==> config.mk <==
export PLATFORM = sky130hd
export DESIGN_NAME = dmem_arbiter
export DESIGN_NICKNAME = d
export VERILOG_FILES = /design/src/rtl/dmem_arb_pkg.sv /design/src/rtl/dmem_arbiter_rr_arb2.sv /design/src/rtl/dmem_arbiter.sv
export SDC_FILE = /design/constraint.sdc
export NUM_CORES = 1
export LEC_CHECK = 0
export CELL_PAD_IN_SITES_DETAIL_PLACEMENT = 0
export CELL_PAD_IN_SITES_GLOBAL_PLACEMENT = 1
export CORE_MARGIN = 2
export CORE_UTILIZATION = 25
export DETAILED_ROUTE_END_ITERATION = 6
export GPL_TIMING_DRIVEN = 0
export PLACE_DENSITY_LB_ADDON = 0.1
export SKIP_LAST_GASP = 1
export SYNTH_ARGS = -nofsm -noshare
export SYNTH_HDL_FRONTEND = slang
export SYNTH_SLANG_ARGS = --single-unit
==> constraint.sdc <==
create_clock -name clk -period 2.6 [get_ports clk]
set_input_delay 0.78 -clock clk [delete_from_list [all_inputs] [get_ports clk]]
set_output_delay 0.78 -clock clk [all_outputs]
set_load 0.1 [all_outputs]
==> src/rtl/dmem_arb_pkg.sv <==
// Shared definitions for the data-memory arbiter: FSM encoding, default widths,
// wait length and requester port indices.
package dmem_arb_pkg;

  typedef enum logic [1:0] {
    IDLE   = 2'd0,
    ACCESS = 2'd1,
    DONE   = 2'd2
  } state_t;

  localparam int AW_DEF       = 8;
  localparam int DW_DEF       = 8;
  localparam int WAIT_CYC_DEF = 1;

  // Wide enough for WAIT_CYC up to 15
  localparam int CNT_W = 4;

  localparam logic P_CPU = 1'b0;
  localparam logic P_AUX = 1'b1;

endpackage

==> src/rtl/dmem_arbiter_rr_arb2.sv <==
// Two-way round-robin picker. With DMEM_ARB_LOCK_EN defined, a held lock keeps
// the grant on the last-served port for as long as that port keeps requesting.
module rr_arb2
  import dmem_arb_pkg::*;
(
  input  logic req0,
  input  logic req1,
  input  logic last,
`ifdef DMEM_ARB_LOCK_EN
  input  logic lock_hold,
`endif
  output logic gnt_valid,
  output logic gnt_id
);

  always_comb begin
    gnt_valid = req0 | req1;
    gnt_id    = P_CPU;
    if (req0 && req1) begin
      gnt_id = ~last;
    end else if (req1) begin
      gnt_id = P_AUX;
    end
`ifdef DMEM_ARB_LOCK_EN
    // The lock owner is always the last-served port
    if (lock_hold && (last ? req1 : req0)) begin
      gnt_id = last;
    end
`endif
  end

endmodule

==> src/rtl/dmem_arbiter.sv <==
// Two-port arbiter and access sequencer for the shared data memory.
// Optional atomic lock support is enabled with the DMEM_ARB_LOCK_EN macro.
module dmem_arbiter
  import dmem_arb_pkg::*;
#(
  parameter int AW       = AW_DEF,
  parameter int DW       = DW_DEF,
  parameter int WAIT_CYC = WAIT_CYC_DEF
) (
  input  logic          clk,
  input  logic          reset,
  input  logic          req0,
  input  logic          we0,
  input  logic [AW-1:0] addr0,
  input  logic [DW-1:0] wdata0,
  output logic          ack0,
  input  logic          req1,
  input  logic          we1,
  input  logic [AW-1:0] addr1,
  input  logic [DW-1:0] wdata1,
  output logic          ack1,
`ifdef DMEM_ARB_LOCK_EN
  input  logic          lock0,
  input  logic          lock1,
`endif
  output logic [DW-1:0] rdata,
  output logic [AW-1:0] mem_addr,
  output logic [DW-1:0] mem_wdata,
  input  logic [DW-1:0] mem_rdata,
  output logic          mem_read,
  output logic          mem_write,
  output logic          busy,
  output logic          gnt_id
);

  state_t            state_reg, state_next;
  logic [CNT_W-1:0]  cnt_reg, cnt_next;
  logic [AW-1:0]     mem_addr_reg, mem_addr_next;
  logic [DW-1:0]     mem_wdata_reg, mem_wdata_next;
  logic [DW-1:0]     rdata_reg, rdata_next;
  logic              we_reg, we_next;
  logic              gnt_id_reg, gnt_id_next;
  logic              last_reg, last_next;
  logic              arb_valid, arb_id;
`ifdef DMEM_ARB_LOCK_EN
  logic              lock_reg, lock_next;
`endif

  rr_arb2 u_rr_arb2 (
    .req0      (req0),
    .req1      (req1),
    .last      (last_reg),
`ifdef DMEM_ARB_LOCK_EN
    .lock_hold (lock_reg),
`endif
    .gnt_valid (arb_valid),
    .gnt_id    (arb_id)
  );

  always_ff @(posedge clk) begin
    if (reset) begin
      state_reg     <= IDLE;
      cnt_reg       <= '0;
      mem_addr_reg  <= '0;
      mem_wdata_reg <= '0;
      rdata_reg     <= '0;
      we_reg        <= 1'b0;
      gnt_id_reg    <= P_CPU;
      last_reg      <= P_AUX;
`ifdef DMEM_ARB_LOCK_EN
      lock_reg      <= 1'b0;
`endif
    end else begin
      state_reg     <= state_next;
      cnt_reg       <= cnt_next;
      mem_addr_reg  <= mem_addr_next;
      mem_wdata_reg <= mem_wdata_next;
      rdata_reg     <= rdata_next;
      we_reg        <= we_next;
      gnt_id_reg    <= gnt_id_next;
      last_reg      <= last_next;
`ifdef DMEM_ARB_LOCK_EN
      lock_reg      <= lock_next;
`endif
    end
  end

  always_comb begin
    state_next     = state_reg;
    cnt_next       = cnt_reg;
    mem_addr_next  = mem_addr_reg;
    mem_wdata_next = mem_wdata_reg;
    rdata_next     = rdata_reg;
    we_next        = we_reg;
    gnt_id_next    = gnt_id_reg;
    last_next      = last_reg;
`ifdef DMEM_ARB_LOCK_EN
    lock_next      = lock_reg;
`endif
    case (state_reg)
      IDLE: begin
`ifdef DMEM_ARB_LOCK_EN
        // An owner that stops requesting gives the lock up immediately
        if (lock_reg && !(last_reg ? req1 : req0)) begin
          lock_next = 1'b0;
        end
`endif
        if (arb_valid) begin
          state_next  = ACCESS;
          cnt_next    = CNT_W'(WAIT_CYC - 1);
          gnt_id_next = arb_id;
          if (arb_id == P_AUX) begin
            mem_addr_next  = addr1;
            mem_wdata_next = wdata1;
            we_next        = we1;
          end else begin
            mem_addr_next  = addr0;
            mem_wdata_next = wdata0;
            we_next        = we0;
          end
        end
      end
      ACCESS: begin
        if (cnt_reg == '0) begin
          state_next = DONE;
          if (!we_reg) begin
            rdata_next = mem_rdata;
          end
        end else begin
          cnt_next = cnt_reg - CNT_W'(1);
        end
      end
      DONE: begin
        state_next = IDLE;
        last_next  = gnt_id_reg;
`ifdef DMEM_ARB_LOCK_EN
        lock_next  = (gnt_id_reg == P_AUX) ? lock1 : lock0;
`endif
      end
      default: state_next = IDLE;
    endcase
  end

  // Strobes and acks decode directly from registered state, so they cannot overlap
  assign mem_read  = (state_reg == ACCESS) && !we_reg;
  assign mem_write = (state_reg == ACCESS) && we_reg;
  assign ack0      = (state_reg == DONE) && (gnt_id_reg == P_CPU);
  assign ack1      = (state_reg == DONE) && (gnt_id_reg == P_AUX);
  assign busy      = (state_reg != IDLE);
  assign gnt_id    = gnt_id_reg;
  assign rdata     = rdata_reg;
  assign mem_addr  = mem_addr_reg;
  assign mem_wdata = mem_wdata_reg;

endmodule

==> flow_metrics.py <==
metrics = {
    "grt": {
        "grt_pass1_wl_um": 6292,
        "antenna_found_initial": 0,
        "grt_use_total": 0.1267,
        "grt_pass1_vias": 1364,
        "grt_start_max_net_pins": 11,
        "grt_overflow_total": 0,
    },
    "die": {
        "start_util": 0.2595,
        "io_pins": 76,
        "rows": 27,
        "coreArea_mm2": 0.005507,
        "die_h_um": 79.60,
        "die_area_mm2": 0.006336,
        "die_w_um": 79.60,
    },
    "finish": {
        "regArea_um2": 660.6,
        "final_util": 0.4324,
        "syn_to_final_growth_pct": 66.64,
        "drive_gt1_frac": 0.1161,
        "fin_nets": 272,
        "diodes": 0,
        "nFillCells": 562,
        "multiInputGateArea_um2": 689.4,
    },
    "clocking": {
        "cts_setup_buffers": 0,
        "h-tree-depth": 2,
        "insertion_delay_ns": 0.28,
        "cts_num_sinks": 33,
        "clk_path_buf_depth": 2,
        "clkTransAtPathRegs_ns": 0.07,
        "cts_buffers": 5,
        "cts_tree": "built",
        "cts-root-buf": "clkbuf_8",
        "ctsHoldBuffers": 0,
    },
    "synthesis": {
        "synthArstFlopShare": 0,
        "synthMuxAreaShare": 0.1191,
        "seq_area_frac_synth": 0.4623,
        "synthTopCellsByCount": "33 x dfxtp_1, 17 x mux2i_1, 17 x o2bb2ai_1",
        "synth_top_area_share": 0.4623,
        "avgSynthCellArea_um2": 10.06,
        "synth-xor-area-share": 0,
        "synth_top_family_by_area": "compound AO/OA/AOI/OAI gates",
        "yosys-top-cells-area": "dfxtp_1 46%, mux2i_1 12%, o2bb2ai_1 10%, a21oi_1 3.9%, o21ai_0 3.2%",
        "synthesis.instances": 142,
        "synth_top_area_cell": "dfxtp_1",
        "yosysMostFrequentCell": "dfxtp_1",
        "synth_seq_cells": 33,
        "synth_edf_count": 0,
        "ys_warn_count": 0,
        "synth-simple-area-share": 0.1226,
        "syn_area_mm2": 0.001429,
        "synth_nets": 190,
        "ys.flop_type": "dfxtp_1",
        "synth_cell_types": 37,
        "synthAdderAreaFrac": 0.01751,
        "synth-compound-area-share": 0.2198,
    },
    "status": {
        "status": "finished, final reports clean",
    },
    "sta": {
        "fmax_ghz": 0.3925,
        "maxSlewHeadroom": 0.3386,
        "finalHoldViolCount": 0,
        "fin_crit_sh": 0.9798,
        "setup_viol": 0,
        "rsz0062_at_grt": "true",
        "worst_pin_slew_ns": 0.9891,
        "drv_slew": 0,
        "min_period_ns": 2.548,
        "fin_skew_ns": 0.007295,
    },
    "place": {
        "portBuffers": 75,
        "gp_congestion": 0.7194,
        "place_hpwl_um": 3013,
    },
    "critical_path": {
        "cp.arrival_ns": 1.77,
        "start_kind": "flop",
        "crit_type": "flop to output port",
        "path_cells": "clkdlybuf4s50_1",
        "cp_slowest_cell": "clkdlybuf4s50_1",
        "crit_family": "buffers and inverters",
        "max_stage_delay_ns": 1.15,
        "path_max_fanout": 2,
        "cp-end-kind": "output port",
        "required_ns": 1.82,
        "path_buf_inv": 1,
    },
    "drt": {
        "vias": 1366,
        "wl_per_cell_um": 13.67,
        "ant_nets": 0,
        "firstDrtPassIters": 4,
        "route.detailed.drc": 0,
        "drt-initial-drc-count": 45,
        "vias_per_cell": 4.615,
        "routed_wl_um": 4045,
    },
    "pwr": {
        "ir_drop_v": 0.0003306,
        "p_leak_nw": 0.9166,
        "power.total_w": 0.001532,
        "p_per_area_mw_per_mm2": 643.6,
    },
    "job": {
        "cap_violations": 0,
    },
    "worst_hold_path": {
        "hp-class": "flop to flop",
    },
}
## per-layer routing
layer,up-vias,global-route usage,wire [µm]
met1,616,0.1526,1800
met4,0,0.03621,35
met3,4,0.04864,344
met2,57,0.2092,1864
li1,689,-,-
met5,-,0,0
## metrics by stage
step	area, µm²	cells	worst slack [ns]	hold WS (ns)	TNS, ns
2_1_floorplan	1434	142	-0.1393	0.4302	-0.1393
3_3_place_gp	2275	289	-0.4893	0.4453	-0.6550
3_5_place_dp	2275	289	-0.4905	0.4501	-0.7057
4_1_cts	2361	296	-0.1037	0.4693	-0.1037
5_1_grt	2381	296	-0.01213	0.4808	-0.01213
6_report	2381	296	0.05243	0.4646	0
## timing repair
action,in CTS,in global routing
cloned,0,0
gates resized for setup,16,8
pin swaps,0,0
endpoints found under the setup margin,6,5
## where the power goes
part / switching (W) / internal (W)
logic: 0.000391 / 0.000174
clock network: 0.000189 / 0.000209
registers: 0.0000230 / 0.000546
## cells by family after synthesis
group	Yosys count
compound gates	45
flops	33
simple gates	30
mux	17
buf+inv	15
fa+ha+maj	2
## cells in the final DEF (no fill, tap or decap), types with 2 or more instances in the layout
cell type        Yosys  layout
ha_1                 2       2
clkinvlp_4           0       2
a21boi_0             3       3
o2bb2ai_1           17      17
o21ai_0              9       9
nand3_1              8       8
clkdlybuf4s15_2      0       3
clkbuf_1             3       3
a21oi_1             11      11
mux2i_1             17      17
buf_2                4       4
clkbuf_8             0       6
nand2_1              2       2
buf_6                1       2
dfxtp_1             33      33
nor2_2               1       3
inv_1                3       3
dlygate4sd2_1        0       2
dlymetal6s2s_1       0       4
or3_1                3       3
clkdlybuf4s50_1      0      65
nor3_1               2       2
## cell type report
cell class              count  share of cell area
plain buffers              10             0.02733
clock buffers               6             0.03468
clock inverters             1            0.003153
inverters                   5            0.009459
multi-input cells          94              0.2895
flip-flops and latches     33              0.2775
well taps                  72             0.03784
repair buffers             75              0.3205
## worst paths after layout
check / slack, ns / depth (start not counted) / startpoint / end
setup / recovery: 0.05 / 1 / mem_addr[4] / mem_addr[4]
hold / removal: 0.46 / 1 / last_reg / last_reg
hold reg to reg: 0.46 / 1 / last_reg / last_reg
setup reg to reg: 0.91 / 6 / cnt_reg[0] / cnt_reg[0]
No activity file was read; power rests on OpenSTA's default activity.
